### config.mk
export PLATFORM = sky130hd
export DESIGN_NAME = retire_ctrl_flat
export DESIGN_NICKNAME = d
export VERILOG_FILES = /design/src/rtl/retire_ctrl_if.sv /design/src/rtl/retire_ctrl.sv /design/src/flat_wrapper.sv
export SDC_FILE = /design/constraint.sdc
export NUM_CORES = 1
export LEC_CHECK = 0
export CAP_MARGIN = 15
export CORE_AREA = 3 3 119 121
export CTS_CLUSTER_SIZE = 30
export DETAILED_ROUTE_END_ITERATION = 7
export DIE_AREA = 0 0 122 124
export DONT_BUFFER_PORTS = 1
export PLACE_DENSITY = 0.54
export SLEW_MARGIN = 30
export SYNTH_ARGS = -nofsm -noshare
export SYNTH_HDL_FRONTEND = slang
export SYNTH_SLANG_ARGS = --single-unit
### constraint.sdc
create_clock -name clock -period 6.1 [get_ports clock]
set_input_delay 0.915 -clock clock [delete_from_list [all_inputs] [get_ports clock]]
set_output_delay 0.915 -clock clock [all_outputs]
set_load 0.1 [all_outputs]
### src/rtl/retire_ctrl_if.sv
// Shared types and the port bundle for the retirement controller.
//
// retire_pkg holds the ROB entry layout and the architectural/physical
// register sizing that every retire-side block has to agree on
// (ARCH_COUNT, PHYS_REGS and the derived AR_W / PRW).
//
// retire_ctrl_if groups everything except clock/reset:
//   head_entries, head_valids      ROB head window, slot N-1 oldest
//   st_commit_ready / _valid / _idx  store-commit handshake with the store queue
//   rob_retire_cnt, rob_mispredict, rob_mispred_idx   ROB pop / flush control
//   BPRecoverEN                    map table precise->spec copy
//   Arch_Retire_*                  arch map table writes per slot
//   FL_Retire*                     freelist returns per slot
//   recover_busy, halted           status
//   retired_cnt, mispred_cnt       wrapping performance counters
//   state_dbg                      raw controller state, for observation only
// Modport master is the retire controller; slave is the ROB/map/freelist side.
package retire_pkg;
  localparam int ARCH_COUNT = 32;
  localparam int PHYS_REGS  = 64;
  localparam int ROB_IDX_W  = 5;
  localparam int XLEN       = 32;
  localparam int AR_W       = (ARCH_COUNT > 1) ? $clog2(ARCH_COUNT) : 1;
  localparam int PRW        = (PHYS_REGS > 1) ? $clog2(PHYS_REGS) : 1;

  typedef struct packed {
    logic                 complete;
    logic                 has_dest;
    logic [AR_W-1:0]      dest_ar;
    logic [PRW-1:0]       Tnew;
    logic [PRW-1:0]       Told;
    logic                 branch;
    logic                 pred_taken;
    logic                 branch_taken;
    logic [XLEN-1:0]      pred_target;
    logic [XLEN-1:0]      branch_target;
    logic [ROB_IDX_W-1:0] rob_idx;
    logic                 is_store;
    logic                 halt;
  } rob_entry_t;
endpackage

interface retire_ctrl_if #(
  parameter int N     = 2,
  parameter int CNT_W = 32
);
  import retire_pkg::*;
  localparam int RCW = $clog2(N + 1);

  rob_entry_t [N-1:0]           head_entries;
  logic [N-1:0]                 head_valids;

  // Store commit handshake: st_commit_valid is raised whenever the scan
  // reaches a complete store; the store (and the retire of its slot) happens
  // in a cycle where st_commit_valid && st_commit_ready. valid does not wait
  // for ready, and idx is stable while valid is held.
  logic                         st_commit_ready;
  logic                         st_commit_valid;
  logic [ROB_IDX_W-1:0]         st_commit_idx;

  logic [RCW-1:0]               rob_retire_cnt;
  logic                         rob_mispredict;
  logic [ROB_IDX_W-1:0]         rob_mispred_idx;
  logic                         BPRecoverEN;
  logic [N-1:0]                 Arch_Retire_EN;
  logic [N-1:0][AR_W-1:0]       Arch_Retire_AR;
  logic [N-1:0][PRW-1:0]        Arch_Tnew_in;
  logic [N-1:0]                 FL_RetireEN;
  logic [N-1:0][PRW-1:0]        FL_RetireReg;
  logic                         recover_busy;
  logic                         halted;
  logic [CNT_W-1:0]             retired_cnt;
  logic [CNT_W-1:0]             mispred_cnt;
  logic [1:0]                   state_dbg;

  modport master (
    input  head_entries, head_valids, st_commit_ready,
    output st_commit_valid, st_commit_idx, rob_retire_cnt, rob_mispredict,
           rob_mispred_idx, BPRecoverEN, Arch_Retire_EN, Arch_Retire_AR,
           Arch_Tnew_in, FL_RetireEN, FL_RetireReg, recover_busy, halted,
           retired_cnt, mispred_cnt, state_dbg
  );

  modport slave (
    output head_entries, head_valids, st_commit_ready,
    input  st_commit_valid, st_commit_idx, rob_retire_cnt, rob_mispredict,
           rob_mispred_idx, BPRecoverEN, Arch_Retire_EN, Arch_Retire_AR,
           Arch_Tnew_in, FL_RetireEN, FL_RetireReg, recover_busy, halted,
           retired_cnt, mispred_cnt, state_dbg
  );
endinterface

### src/rtl/retire_ctrl.sv
// N-wide in-order retirement controller between the ROB head window and the
// arch map table / freelist.
//
// Ports:
//   clock  system clock, all state on posedge
//   reset  synchronous, active-high; forces every combinational output to 0
//   bus    retire_ctrl_if.master (head window in, retire/commit/status out)
//
// Retire decisions are combinational from the head window and the current
// state. The scan walks slot N-1 (oldest) toward slot 0 and stops at an
// invalid or incomplete slot, a store (one per cycle, retires only when
// accepted), a mispredicted branch (retires, then RECOVER_LAT stall cycles)
// or a halt (retires, then HALTED until reset). Architectural register and
// physical register sizing come from retire_pkg.
module retire_ctrl
  import retire_pkg::*;
#(
  parameter int N           = 2,
  parameter int RECOVER_LAT = 2,
  parameter int CNT_W       = 32
) (
  input  logic          clock,
  input  logic          reset,
  retire_ctrl_if.master bus
);

  localparam int RCW = $clog2(N + 1);
  localparam int RLW = (RECOVER_LAT > 1) ? $clog2(RECOVER_LAT + 1) : 1;

  typedef enum logic [1:0] {
    S_NORMAL  = 2'd0,
    S_RECOVER = 2'd1,
    S_HALTED  = 2'd2
  } state_t;

  state_t               state_q, state_d;
  logic [RLW-1:0]       rec_q, rec_d;
  logic [CNT_W-1:0]     retired_q, mispred_q;

  logic [N-1:0]         retire_mask;
  logic                 mispred_hit;
  logic [ROB_IDX_W-1:0] mispred_idx;
  logic                 halt_hit;
  logic                 st_valid;
  logic [ROB_IDX_W-1:0] st_idx;
  logic                 stop;

  logic [RCW-1:0]       retire_cnt;
  logic [N-1:0]         arch_en;
  logic [N-1:0][AR_W-1:0] arch_ar;
  logic [N-1:0][PRW-1:0]  arch_tnew;
  logic [N-1:0]         fl_en;
  logic [N-1:0][PRW-1:0]  fl_reg;

  function automatic logic is_mispred(input rob_entry_t e);
    return e.branch && ((e.pred_taken != e.branch_taken) ||
                        (e.branch_taken && (e.pred_target != e.branch_target)));
  endfunction

  // Head window scan: decides which slots retire and which event ends the scan.
  always_comb begin
    retire_mask = '0;
    mispred_hit = 1'b0;
    mispred_idx = '0;
    halt_hit    = 1'b0;
    st_valid    = 1'b0;
    st_idx      = '0;
    stop        = 1'b0;
    if (!reset && state_q == S_NORMAL) begin
      for (int w = N - 1; w >= 0; w--) begin
        if (!stop) begin
          if (!bus.head_valids[w] || !bus.head_entries[w].complete) begin
            stop = 1'b1;
          end else if (bus.head_entries[w].is_store) begin
            // The store is offered even when it cannot retire; younger
            // slots must wait for it either way.
            st_valid       = 1'b1;
            st_idx         = bus.head_entries[w].rob_idx;
            retire_mask[w] = bus.st_commit_ready;
            stop           = 1'b1;
          end else begin
            retire_mask[w] = 1'b1;
            if (is_mispred(bus.head_entries[w])) begin
              mispred_hit = 1'b1;
              mispred_idx = bus.head_entries[w].rob_idx;
              stop        = 1'b1;
            end else if (bus.head_entries[w].halt) begin
              halt_hit = 1'b1;
              stop     = 1'b1;
            end
          end
        end
      end
    end
  end

  // Per-slot map table / freelist updates; x0 destinations are dropped.
  always_comb begin
    retire_cnt = '0;
    arch_en    = '0;
    arch_ar    = '0;
    arch_tnew  = '0;
    fl_en      = '0;
    fl_reg     = '0;
    for (int w = 0; w < N; w++) begin
      if (retire_mask[w]) begin
        retire_cnt = retire_cnt + RCW'(1);
        if (bus.head_entries[w].has_dest && bus.head_entries[w].dest_ar != '0) begin
          arch_en[w]   = 1'b1;
          arch_ar[w]   = bus.head_entries[w].dest_ar;
          arch_tnew[w] = bus.head_entries[w].Tnew;
          fl_en[w]     = 1'b1;
          fl_reg[w]    = bus.head_entries[w].Told;
        end
      end
    end
  end

  always_comb begin
    state_d = state_q;
    rec_d   = rec_q;
    case (state_q)
      S_NORMAL: begin
        if (mispred_hit) begin
          state_d = S_RECOVER;
          rec_d   = RLW'(RECOVER_LAT);
        end else if (halt_hit) begin
          state_d = S_HALTED;
        end
      end
      S_RECOVER: begin
        // The last stall cycle is the one entered with the counter at 1.
        if (rec_q <= RLW'(1)) begin
          state_d = S_NORMAL;
          rec_d   = '0;
        end else begin
          rec_d = rec_q - RLW'(1);
        end
      end
      S_HALTED: state_d = S_HALTED;
      default:  state_d = S_NORMAL;
    endcase
  end

  always_ff @(posedge clock) begin
    if (reset) begin
      state_q   <= S_NORMAL;
      rec_q     <= '0;
      retired_q <= '0;
      mispred_q <= '0;
    end else begin
      state_q   <= state_d;
      rec_q     <= rec_d;
      retired_q <= retired_q + CNT_W'(retire_cnt);
      if (mispred_hit) mispred_q <= mispred_q + CNT_W'(1);
    end
  end

  assign bus.st_commit_valid = st_valid;
  assign bus.st_commit_idx   = st_idx;
  assign bus.rob_retire_cnt  = retire_cnt;
  assign bus.rob_mispredict  = mispred_hit;
  assign bus.rob_mispred_idx = mispred_idx;
  assign bus.BPRecoverEN     = mispred_hit;
  assign bus.Arch_Retire_EN  = arch_en;
  assign bus.Arch_Retire_AR  = arch_ar;
  assign bus.Arch_Tnew_in    = arch_tnew;
  assign bus.FL_RetireEN     = fl_en;
  assign bus.FL_RetireReg    = fl_reg;
  assign bus.recover_busy    = !reset && (state_q == S_RECOVER);
  assign bus.halted          = !reset && (state_q == S_HALTED);
  assign bus.retired_cnt     = retired_q;
  assign bus.mispred_cnt     = mispred_q;
  assign bus.state_dbg       = state_q;

endmodule

### src/flat_wrapper.sv
// flat-port wrapper written by rule: the top's interface ports become plain ports
module retire_ctrl_flat import retire_pkg::*;
#(
  parameter int N           = 2,
  parameter int RECOVER_LAT = 2,
  parameter int CNT_W       = 32
)
  (clock, reset, bus_head_entries, bus_head_valids, bus_st_commit_ready, bus_st_commit_valid, bus_st_commit_idx, bus_rob_retire_cnt, bus_rob_mispredict, bus_rob_mispred_idx, bus_BPRecoverEN, bus_Arch_Retire_EN, bus_Arch_Retire_AR, bus_Arch_Tnew_in, bus_FL_RetireEN, bus_FL_RetireReg, bus_recover_busy, bus_halted, bus_retired_cnt, bus_mispred_cnt, bus_state_dbg);
  retire_ctrl_if #(.N(N), .CNT_W(CNT_W)) bus_i ();
  input  logic clock;
  input  logic reset;
  input wire logic [$bits(bus_i.head_entries)-1:0] bus_head_entries;
  input wire logic [$bits(bus_i.head_valids)-1:0] bus_head_valids;
  input wire logic [$bits(bus_i.st_commit_ready)-1:0] bus_st_commit_ready;
  output wire logic [$bits(bus_i.st_commit_valid)-1:0] bus_st_commit_valid;
  output wire logic [$bits(bus_i.st_commit_idx)-1:0] bus_st_commit_idx;
  output wire logic [$bits(bus_i.rob_retire_cnt)-1:0] bus_rob_retire_cnt;
  output wire logic [$bits(bus_i.rob_mispredict)-1:0] bus_rob_mispredict;
  output wire logic [$bits(bus_i.rob_mispred_idx)-1:0] bus_rob_mispred_idx;
  output wire logic [$bits(bus_i.BPRecoverEN)-1:0] bus_BPRecoverEN;
  output wire logic [$bits(bus_i.Arch_Retire_EN)-1:0] bus_Arch_Retire_EN;
  output wire logic [$bits(bus_i.Arch_Retire_AR)-1:0] bus_Arch_Retire_AR;
  output wire logic [$bits(bus_i.Arch_Tnew_in)-1:0] bus_Arch_Tnew_in;
  output wire logic [$bits(bus_i.FL_RetireEN)-1:0] bus_FL_RetireEN;
  output wire logic [$bits(bus_i.FL_RetireReg)-1:0] bus_FL_RetireReg;
  output wire logic [$bits(bus_i.recover_busy)-1:0] bus_recover_busy;
  output wire logic [$bits(bus_i.halted)-1:0] bus_halted;
  output wire logic [$bits(bus_i.retired_cnt)-1:0] bus_retired_cnt;
  output wire logic [$bits(bus_i.mispred_cnt)-1:0] bus_mispred_cnt;
  output wire logic [$bits(bus_i.state_dbg)-1:0] bus_state_dbg;
  assign bus_i.head_entries = bus_head_entries;
  assign bus_i.head_valids = bus_head_valids;
  assign bus_i.st_commit_ready = bus_st_commit_ready;
  assign bus_st_commit_valid = bus_i.st_commit_valid;
  assign bus_st_commit_idx = bus_i.st_commit_idx;
  assign bus_rob_retire_cnt = bus_i.rob_retire_cnt;
  assign bus_rob_mispredict = bus_i.rob_mispredict;
  assign bus_rob_mispred_idx = bus_i.rob_mispred_idx;
  assign bus_BPRecoverEN = bus_i.BPRecoverEN;
  assign bus_Arch_Retire_EN = bus_i.Arch_Retire_EN;
  assign bus_Arch_Retire_AR = bus_i.Arch_Retire_AR;
  assign bus_Arch_Tnew_in = bus_i.Arch_Tnew_in;
  assign bus_FL_RetireEN = bus_i.FL_RetireEN;
  assign bus_FL_RetireReg = bus_i.FL_RetireReg;
  assign bus_recover_busy = bus_i.recover_busy;
  assign bus_halted = bus_i.halted;
  assign bus_retired_cnt = bus_i.retired_cnt;
  assign bus_mispred_cnt = bus_i.mispred_cnt;
  assign bus_state_dbg = bus_i.state_dbg;
  retire_ctrl #(.N(N), .RECOVER_LAT(RECOVER_LAT), .CNT_W(CNT_W)) u_core (.clock(clock), .reset(reset), .bus(bus_i));
endmodule
== After elaboration in Yosys (flattened, before gate mapping) ==
Cells that the tools add are included.

* Input port bits: 191
* Register bits: 68
* Output and inout port bits: 121
* Logic and storage cells: 115

* Eq/ne operators: 9
* Add/sub/neg operators: 4
* Magnitude comparators: 1
* Multiplexer cells: 73
* Reductions and logical operators: 24

{| class="wikitable"
|+ Operators by type and width
! operator !! count
|-
| 5-bit 2-to-1 mux || 18
|-
| 32-bit != test || 2
|-
| 6-bit 2-to-1 mux || 8
|-
| 1-bit 2-to-1 mux || 38
|-
| 32-bit by 1-bit adder with 32-bit output, second input constant || 1
|-
| 32-bit by 2-bit adder with 32-bit output || 1
|-
| 2-bit 2-to-1 mux || 7
|-
| 5-bit nonzero test || 2
|-
| 1-bit logical AND || 9
|-
| 2-bit case mux with 3 select lines || 1
|-
| 1-bit zero test || 5
|-
| 1-bit logical OR || 4
|-
| 2-bit case mux with 2 select lines || 1
|-
| 2-bit AND reduction || 2
|-
| 3-bit by 2-bit != test with 1-bit output, second input constant || 1
|-
| 1-bit by 1-bit adder with 2-bit output, second input constant || 1
|-
| 2-bit by 1-bit equality test with 1-bit output, second input constant || 1
|-
| 2-bit equality test, second input constant || 1
|-
| 2-bit by 1-bit <= comparator with 1-bit output, second input constant || 1
|-
| 2-bit zero test || 1
|-
| 1-bit != test || 2
|-
| 2-bit by 1-bit != test with 1-bit output, second input constant || 1
|-
| 2-bit != test, second input constant || 1
|-
| 2-bit nonzero test || 1
|-
| 2-bit by 1-bit subtractor with 2-bit output, second input constant || 1
|}

== Logic depth before layout (Yosys ltp) ==
Gate-level depths: netlist of run 1.

* Depth in word-level cells: 16
* Depth in mapped cells: 16
* Depth with buffers taken out: 16

== Worst setup path after synthesis of run 1 ==
OpenSTA, ideal clock, no wires.

* Path type: input to register
* Start: input port bus_head_entries[118]
* End: register u_core.retired_q[30] (netlist: u_core.bus.retired_cnt[30])
* Library setup time: 0.067 ns
* Arrival time: 5.455 ns
* Path buffers: 0
* Required time: 6.033 ns
* Path slack: 0.578 ns
* Cell stages on the path: 16
* Cells stage by stage: xnor2_1 nand4_1 or4_1 or4_4 a211oi_4 ha_1 ha_1 inv_1 fa_1 nor2b_1 nand4_1 nor3_1 and3_1 nand4_1 xor2_1 nor2_1

* Cells in the longest elaborated chain, start to end: 14

{| class="wikitable"
|+ Ends and longest elaborated chain
! item !! line !! RTL
|-
| start, declared || flat_wrapper.sv:12 || <nowiki>input wire logic [$bits(bus_i.head_entries)-1:0] bus_head_entries;</nowiki>
|-
| 32-bit != test (*) || retire_ctrl.sv:57 || <nowiki>(e.branch_taken && (e.pred_target != e.branch_target)));</nowiki>
|-
| 1-bit logical AND (*) || retire_ctrl.sv:57 ||
|-
| 1-bit logical OR (*) || retire_ctrl.sv:56 || <nowiki>return e.branch && ((e.pred_taken != e.branch_taken) ||</nowiki>
|-
| 1-bit logical AND (*) || retire_ctrl.sv:56 ||
|-
| 1-bit 2-to-1 mux (*) || retire_ctrl.sv:83 || <nowiki>if (is_mispred(bus.head_entries[w])) begin</nowiki>
|-
| 1-bit 2-to-1 mux (*) || retire_ctrl.sv:74 || <nowiki>end else if (bus.head_entries[w].is_store) begin</nowiki>
|-
| 1-bit 2-to-1 mux (*) || retire_ctrl.sv:72 || <nowiki>if (!bus.head_valids[w] || !bus.head_entries[w].complete) begin</nowiki>
|-
| 1-bit 2-to-1 mux (*) || retire_ctrl.sv:69 || <nowiki>if (!reset && state_q == S_NORMAL) begin</nowiki>
|-
| 1-bit 2-to-1 mux (*) || retire_ctrl.sv:71 || <nowiki>if (!stop) begin</nowiki>
|-
| 2-bit 2-to-1 mux (*) || retire_ctrl.sv:69 ||
|-
| 1-bit 2-to-1 mux (*) || retire_ctrl.sv:106 || <nowiki>if (retire_mask[w]) begin</nowiki>
|-
| 1-bit by 1-bit adder with 2-bit output || retire_ctrl.sv:107 || <nowiki>retire_cnt = retire_cnt + RCW'(1);</nowiki>
|-
| 2-bit 2-to-1 mux (*) || retire_ctrl.sv:106 ||
|-
| named net bus_rob_retire_cnt[0] || flat_wrapper.sv:17 || <nowiki>output wire logic [$bits(bus_i.rob_retire_cnt)-1:0] bus_rob_retire_cnt;</nowiki>
|-
| 32-bit by 2-bit adder with 32-bit output (*) || retire_ctrl.sv:154 || <nowiki>retired_q <= retired_q + CNT_W'(retire_cnt);</nowiki>
|-
| end signal, assigned || retire_ctrl.sv:154 ||
|-
| end, declared || retire_ctrl.sv:38 || <nowiki>logic [CNT_W-1:0] retired_q, mispred_q;</nowiki>
|}

Mark *: on every way through the listed nets, which the timed path passes. The rest lies on a longest branch. The select of a mux whose other input is x is not followed.
A chain may end at the register's enable or synchronous reset.

== Worst setup path in the final report of run 1 ==
* Start: input port bus_head_entries[118]
* End: register u_core.retired_q[30] (netlist: u_core.bus.retired_cnt[30])

* Cells in the longest elaborated chain, start to end: 14

{| class="wikitable"
|+ Ends and longest elaborated chain
! item !! line
|-
| 32-bit != test (*) || retire_ctrl.sv:57
|-
| 1-bit logical AND (*) || retire_ctrl.sv:57
|-
| 1-bit logical OR (*) || retire_ctrl.sv:56
|-
| 1-bit logical AND (*) || retire_ctrl.sv:56
|-
| 1-bit 2-to-1 mux (*) || retire_ctrl.sv:83
|-
| 1-bit 2-to-1 mux (*) || retire_ctrl.sv:74
|-
| 1-bit 2-to-1 mux (*) || retire_ctrl.sv:72
|-
| 1-bit 2-to-1 mux (*) || retire_ctrl.sv:69
|-
| 1-bit 2-to-1 mux (*) || retire_ctrl.sv:71
|-
| 2-bit 2-to-1 mux (*) || retire_ctrl.sv:69
|-
| 1-bit 2-to-1 mux (*) || retire_ctrl.sv:106
|-
| 1-bit by 1-bit adder with 2-bit output || retire_ctrl.sv:107
|-
| 2-bit 2-to-1 mux (*) || retire_ctrl.sv:106
|-
| 32-bit by 2-bit adder with 32-bit output (*) || retire_ctrl.sv:154
|}

Mark *: on every way between the ends. The rest lies on a longest branch, timed or not. The select of a mux whose other input is x is not followed.

==> run metrics, run 1 <==
Int Power=770 uW; Worst path max stage delay=0.55 ns; pin count of the biggest net entering global routing=100; Net Sw Frac=25.6%; Switch Pwr=266 uW; drt total wl=15,300 um; Pins Over Slew Limit=0; crit path launch=bus_head_entries[118]; Tmin final=4.95 ns; # diodes=0; predominant post-synthesis flop cell=dfxtp_1; sequential cell area fraction in the yosys report=28.8%; worst-path maximum fanout=9; total number of vias=4,219; die width=122 um; layout cells sized above 1=23.7%; Flop pwr share=43.7%; setup TNS=0 ns; depth of the CTS H-tree=3; via-per-instance ratio=5.57; drt initial violations=349; Ports=312; Filler cells=1,344; type of the worst setup path=in2reg; most frequent CP cell=nand4_1; Worst Hold Class=reg2reg; Pleak=1.92 nW; final setup vio count=0; total gr overflow=0; most instantiated cells after synthesis=dfxtp_1, nor2_1, xnor2_1; slowest library cell on the worst path=or4_1; post_cts resized=0; clk_skew=0.00814 ns; clock insertion delay at the later pin of the skew report=0.33 ns; Tcrit/Tclk final=81.1%; clock root cell=clkbuf_16; IO buf count=0; async set or reset register ratio after synthesis=0%; Total GRT Usage=19.0%; Reg-to-Reg Start=u_core.bus.state_dbg[0]; Rel. slew slack=31.0%; Post-synth EDFFs=0; R2R Setup Slk=1.92 ns; initial antenna violation count=0; worst path cell trace=xnor2_1 -> nand4_1 -> or4_1 -> or4_4 -> a211oi_4 -> ha_1 -> ha_1 -> inv_1 -> fa_1 -> nor2b_1 -> nand4_1 -> nor3_1 -> and3_1 -> nand4_1 -> xor2_1 -> nor2_1; number of hold violations in the final report=0; Layout Nets=773; layout overhead on the synthesized area=12.1%; Residual DRC=0; antenna viol nets, final=0; standard-cell rows=42; Clk pwr share=45.4%; die height=124 um; worst ir drop on vdd=0.000172 V; Final WS setup=1.15 ns; clock sink count=68; library cells used by synthesis=44; YS warnings=0; Pre-antenna DRT Iters=4; maxcap violations=0; Placer Congestion=1.01; status=completed; Die ar.=15,100 sq um; Comb power frac=10.9%; CTS tree=yes; CP Launch Type=input pin; CTS Buffer Depth=2; dpl hpwl=12,400 um; Post-CTS Setup Bufs=0; Syn Inst Count=585; hold buffers post-CTS=0; Place WS=0.738 ns; first-pass GRT wire length=22,300 um; Initial Utilization=35.8%; Core ar.=13,200 sq um; CTS Buf Count=9; CP required=6.36 ns; CTS clk-pin slew, worst paths=0.06 ns; routed len/inst=20.2 um; arrival time at the worst endpoint=5.21 ns; hold_sp=u_core.rec_q[1]; Mapped Avg Cell Area=8.08 sq um; fin util=40.2%; synthesized cell area=4730 sq um; Synth area leader=dfxtp_1; synthesis-stage register bit count=68; post-synth net total=781; synth top area cells=dfxtp_1, xnor2_1, mux2_2; RSZ-0062 raised after global routing=false; top cell type's share of synthesized area=28.8%; vias in the first global route=3,985; Tightest Pin Transition=1.03 ns; CP Capture Type=flop; pwr/cell area=195 nW/um^2; Max Clk Rate=0.202 GHz
==> state kept, by name (all words and copies together), names as in the netlist <==
signal                  flops
u_core.bus.mispred_cnt     32
u_core.bus.state_dbg        2
u_core.rec_q                2
u_core.bus.retired_cnt     32
==> power by group through the flow <==
stage | Combinational, mW | Clock [mW] | Sequential, mW
after floorplan | 0.100 | 0 | 0.466
after global placement | 0.110 | 0 | 0.462
after detailed placement | 0.113 | 0 | 0.462
after CTS | 0.114 | 0.483 | 0.452
after global routing | 0.122 | 0.504 | 0.452
final | 0.113 | 0.471 | 0.452
==> layer usage <==
metal	wire length (um)	global-route usage [%]	vias up
met5	0	0	-
met4	155	3.92	0
met3	2030	10.3	15
met2	6680	28.7	196
met1	6450	24.1	1973
li1	-	-	2035
==> placed cells by master (no fill, tap or decap), drive strengths merged <==
cell,Yosys,routed
a32o,5,5
nand3,22,22
a21oi,38,38
nor3,8,8
o211a,1,1
dfxtp,68,68
xnor2,49,49
a21o,2,2
a211oi,6,6
or4,3,3
clkinv,0,4
o21a,3,3
o311a,1,1
and3,28,28
fa,1,1
o21ai,15,15
a221oi,1,1
ha,4,4
buf,9,10
nand4b,1,1
and4,6,6
clkbuf,20,11
nand2b,2,2
mux2,30,30
and2,27,27
clkinvlp,0,1
o211ai,1,1
mux2i,7,7
xor2,35,35
nor2,68,68
or3,10,10
o31ai,2,2
nand4,34,34
nand2,27,27
nor4,7,7
nor2b,35,35
inv,9,9
==> worst paths after layout <==
check / to / depth (start not counted)
max: u_core.bus.retired_cnt[30] / 16
min: u_core.rec_q[1] / 2
min reg2reg: u_core.rec_q[1] / 2
max reg2reg: u_core.bus.retired_cnt[30] / 15
==> worst max-delay path, delay by kind of cell <==
kind | cells | cell delay (ns)
AO/OA/AOI/OAI | 1 | 0.40
XOR/XNOR | 2 | 0.34
adder cells (fa/ha/maj) | 3 | 0.76
buffers and inverters | 1 | 0.06
AND/OR/NAND/NOR | 9 | 2.74
==> area by class of cell <==
| cell class | instances | area [sq um] | share of cell area (%) |
|---|---|---|---|
| Multi-Input combinational cell | 479 | 3260 | 61.5 |
| Sequential cell | 68 | 1420 | 26.8 |
| Clock buffer | 11 | 243 | 4.58 |
| Tap cell | 176 | 220 | 4.15 |
| Timing Repair Buffer | 10 | 95.1 | 1.79 |
| Inverter | 9 | 33.8 | 0.637 |
| Clock inverter | 5 | 27.5 | 0.519 |
==> logic make-up after synthesis <==
logic type               count (synthesis)  synth area share, %
AND/OR/NAND/NOR                        278                 32.0
XOR/XNOR                                84                 15.6
AO/OA/AOI/OAI                           75                 10.1
flip-flops                              68                 28.8
buffers and inverters                   38                 3.49
multiplexers                            37                 8.63
adder cells (fa/ha/maj)                  5                 1.48
==> per-stage QoR <==
step	instance area [sq um]	cells	total power [mW]	hold slack, ns
finish	5300	758	1.04	0.497
global route	5300	758	1.08	0.521
CTS	5290	758	1.05	0.493
detailed placement	5010	742	0.575	0.483
global placement	4940	742	0.572	0.469
floorplan	4730	585	0.566	0.458
Power figures use the tool's default switching activity.
==> run 2: changes to the inputs <==
--- a/config.mk
+++ b/config.mk
@@ -5,13 +5,14 @@
 export SDC_FILE = /design/constraint.sdc
 export NUM_CORES = 1
 export LEC_CHECK = 0
+export ABC_AREA = 1
 export CAP_MARGIN = 15
-export CORE_AREA = 3 3 119 121
+export CORE_AREA = 3 3 122 124
 export CTS_CLUSTER_SIZE = 30
 export DETAILED_ROUTE_END_ITERATION = 7
-export DIE_AREA = 0 0 122 124
+export DIE_AREA = 0 0 125 127
 export DONT_BUFFER_PORTS = 1
-export PLACE_DENSITY = 0.54
+export PLACE_DENSITY = 0.59
 export SLEW_MARGIN = 30
 export SYNTH_ARGS = -nofsm -noshare
 export SYNTH_HDL_FRONTEND = slang
==> constraint.sdc (replaced) <==
create_clock -name clock -period 4.71 [get_ports clock]
set_input_delay 0.7065 -clock clock [delete_from_list [all_inputs] [get_ports clock]]
set_output_delay 0.7065 -clock clock [all_outputs]
set_load 0.1 [all_outputs]
==> run 2 against run 1 <==
  * Core utilization is 11 points higher
  * Synthesized cell count is 62% higher
  * Non-clock buffer count is 66 higher
  * Routed wire length is 20% higher
  * Global-route usage is 3.3 points higher
  * Cell area is 35% higher
  * Largest power group unchanged
  * Highest routed layer unchanged
==> run metrics, run 2 <==
WHS=0.432 ns (was 0.497 ns); Int Power=1.11 mW (was 770 uW); total gr overflow=0 (unchanged); post_cts resized=0 (unchanged); Pre-antenna DRT Iters=4 (unchanged); number of hold violations in the final report=0 (unchanged); Tmin final=3.80 ns; clock root cell=clkbuf_16 (unchanged); synth top area cells=dfxtp_1, nand2_1, inv_1 (was dfxtp_1, xnor2_1, mux2_2); dpl hpwl=15,500 um (was 12,400 um); YS warnings=0 (unchanged); total number of vias=5,830 (was 4,219); worst r2r path cells=19 (was 15); synthesis-stage register bit count=68 (unchanged); async set or reset register ratio after synthesis=0% (unchanged); depth of the CTS H-tree=3 (unchanged); antenna viol nets, final=0 (unchanged); hold buffers post-CTS=0 (unchanged); die width=125 um (was 122 um); Switch Pwr=366 uW (was 266 uW); CP Launch Type=input pin (unchanged); Syn Inst Count=948 (was 585); via-per-instance ratio=4.88 (was 5.57); fin util=51.4% (was 40.2%); crit path launch=bus_head_entries[118] (unchanged); CTS Buf Count=9 (unchanged); routed len/inst=15.4 um (was 20.2 um); synthesized cell area=5550 sq um (was 4730 sq um); cell area after layout=7140 sq um (was 5300 sq um); Tcrit/Tclk final=80.7%; main combinational cell family by area after synthesis=simple AND/OR/NAND/NOR gates (unchanged); Post-CTS Setup Bufs=0 (unchanged); R2R Setup Slk=1.22 ns (was 1.92 ns); layout overhead on the synthesized area=28.7% (was 12.1%); first-pass GRT wire length=28,700 um (was 22,300 um); pin count of the biggest net entering global routing=60 (was 100); drt initial violations=303 (was 349); Synth area leader=dfxtp_1 (unchanged); Core ar.=13,900 sq um (was 13,200 sq um); Worst Setup EP=u_core.bus.retired_cnt[28] (was u_core.bus.retired_cnt[30]); status=completed (unchanged); IO buf count=0 (unchanged); Hold Path Depth=1 (was 2); clk_skew=0.00355 ns (was 0.00814 ns); most frequent cells in the layout=nand2_1, inv_1, nor2_1, nand3_1, a21oi_1 (was nor2_1, xnor2_1, dfxtp_2, a21oi_1); sequential cell area fraction in the yosys report=24.5% (was 28.8%); Total GRT Usage=22.3% (was 19.0%); CP Capture Type=flop (unchanged); setup TNS=0 ns (unchanged); compound-gate portion of the synthesized area=9.18% (was 10.1%); vias in the first global route=5,498 (was 3,985); CP required=4.93 ns (was 6.36 ns); type of the worst setup path=in2reg (unchanged); Tightest Pin Transition=1.03 ns (about the same); Worst Hold Class=in2reg (was reg2reg); worst-path maximum fanout=4 (was 9); CTS tree=yes (unchanged); Net Sw Frac=24.7% (was 25.6%); pwr/cell area=207 nW/um^2 (was 195 nW/um^2); most numerous cell in the Yosys netlist=nand2_1; layout cells sized above 1=20.1% (was 23.7%); Placer Congestion=0.998 (was 1.01); Ports=312 (unchanged); Flop pwr share=39.1% (was 43.7%); predominant post-synthesis flop cell=dfxtp_1 (unchanged); arrival time at the worst endpoint=4.03 ns (was 5.21 ns); post-synth net total=1,144 (was 781); Die ar.=15,900 sq um (was 15,100 sq um); # diodes=0 (unchanged); commonest non-fill, non-tap cell in the layout=nand2_1 (was nor2_1); Max Clk Rate=0.263 GHz; library cells used by synthesis=45 (was 44); mux cell area share after synthesis=0% (was 8.63%); initial antenna violation count=0 (unchanged); standard-cell rows=43 (was 42); Reg-to-Reg Start=u_core.bus.state_dbg[0] (unchanged); clock insertion delay at the later pin of the skew report=0.33 ns (about the same); Initial Utilization=39.9% (was 35.8%); Residual DRC=0 (unchanged); Pins Over Slew Limit=0 (unchanged); Synth Area in Simple Gates=40.8% (was 32.0%); Rel. slew slack=30.9% (was 31.0%); Filler cells=1,423 (was 1,344); Clk pwr share=48.3% (was 45.4%); Layout Nets=1,206 (was 773); CTS clk-pin slew, worst paths=0.05 ns (was 0.06 ns); Worst R2R End=u_core.bus.retired_cnt[28] (was u_core.bus.retired_cnt[30]); most instantiated cells after synthesis=nand2_1, inv_1, nor2_1 (was dfxtp_1, nor2_1, xnor2_1); die height=127 um (was 124 um); worst ir drop on vdd=0.000171 V (was 0.000172 V); CTS Buffer Depth=2 (unchanged); top cell type's share of synthesized area=24.5% (was 28.8%); maxcap violations=0 (unchanged); Comb power frac=12.6% (was 10.9%); Total Power=1.48 mW (was 1.04 mW); synthesized-area fraction occupied by adder cells=1.26% (was 1.48%); Mapped Avg Cell Area=5.85 sq um (was 8.08 sq um); XOR/XNOR Fraction of Synth Area=9.48% (was 15.6%); RSZ-0062 raised after global routing=false (unchanged); Pleak=3.21 nW (was 1.92 nW); Post-synth EDFFs=0 (unchanged); clock sink count=68 (unchanged); final setup vio count=0 (unchanged); DP Area=6810 sq um (was 5010 sq um); drt total wl=18,400 um (was 15,300 um)
[run 2: power by group through the flow]
stage | registers (mW) | clock network [mW] | logic, mW
6_report | 0.579 | 0.715 | 0.187
5_1_grt | 0.578 | 0.755 | 0.211
4_1_cts | 0.578 | 0.730 | 0.189
3_5_place_dp | 0.591 | 0 | 0.188
3_3_place_gp | 0.591 | 0 | 0.186
2_1_floorplan | 0.598 | 0 | 0.144
[run 2: worst min path at each step]
stage,startpoint,to,slack [ns]
detailed placement,u_core.rec_q[1],u_core.rec_q[0],0.45
finish,reset,u_core.bus.mispred_cnt[19],0.43
global route,reset,u_core.bus.mispred_cnt[16],0.42
CTS,reset,u_core.bus.mispred_cnt[17],0.43
floorplan,u_core.rec_q[1],u_core.rec_q[0],0.44
global placement,u_core.rec_q[1],u_core.rec_q[0],0.45
[run 2: layout make-up]
| class | instances | area (sq um) | area share, % |
|---|---|---|---|
| Timing Repair Buffer | 76 | 996 | 14.0 |
| Tap cell | 180 | 225 | 3.15 |
| Sequential cell | 68 | 1410 | 19.8 |
| Clock inverter | 4 | 73.8 | 1.03 |
| Clock buffer | 11 | 243 | 3.40 |
| Inverter | 183 | 687 | 9.62 |
| Multi-Input combinational cell | 672 | 3500 | 49.0 |
[run 2: stage by stage]
stage	worst slack (ns)	cells
floorplan	0.0804	948
global placement	0.574	1179
detailed placement	0.485	1179
CTS	0.827	1194
global route	0.479	1194
finish	0.907	1194
[run 2: worst max-delay path, cell delays in order]
cell	delay [ns]
nor2_1	0.08
nor2_1	0.05
nor2_1	0.10
nand3_1	0.08
nor2_1	0.16
nand3_2	0.16
a21oi_4	0.21
and2_4	0.20
ha_1	0.16
ha_1	0.16
inv_1	0.05
fa_1	0.40
inv_1	0.07
nand3_1	0.10
nor2_2	0.18
nand2_1	0.10
nor2_2	0.13
nand2_1	0.11
nor4_2	0.23
nand4_1	0.18
nor2_1	0.18
a21oi_1	0.08
o21a_1	0.12
[run 2: metal layers]
layer / global-route usage, % / vias to the layer above / part of all wire [%]
met5: 0 / - / 0
met4: 5.68 / 0 / 1.7
met3: 8.70 / 17 / 10
met2: 36.6 / 224 / 47
met1: 27.7 / 2547 / 41
li1: - / 3042 / -
[run 2: logic make-up (layout without fill, tap and decap cells)]
group                      after synthesis  in the layout
and+or+nand+nor                        516            516
buffers and inverters                  208            274
AOI/OAI and AO/OA                       91             91
DFF                                     68             68
xor gates and xnor gates                60             60
adders and majority gates                5              5
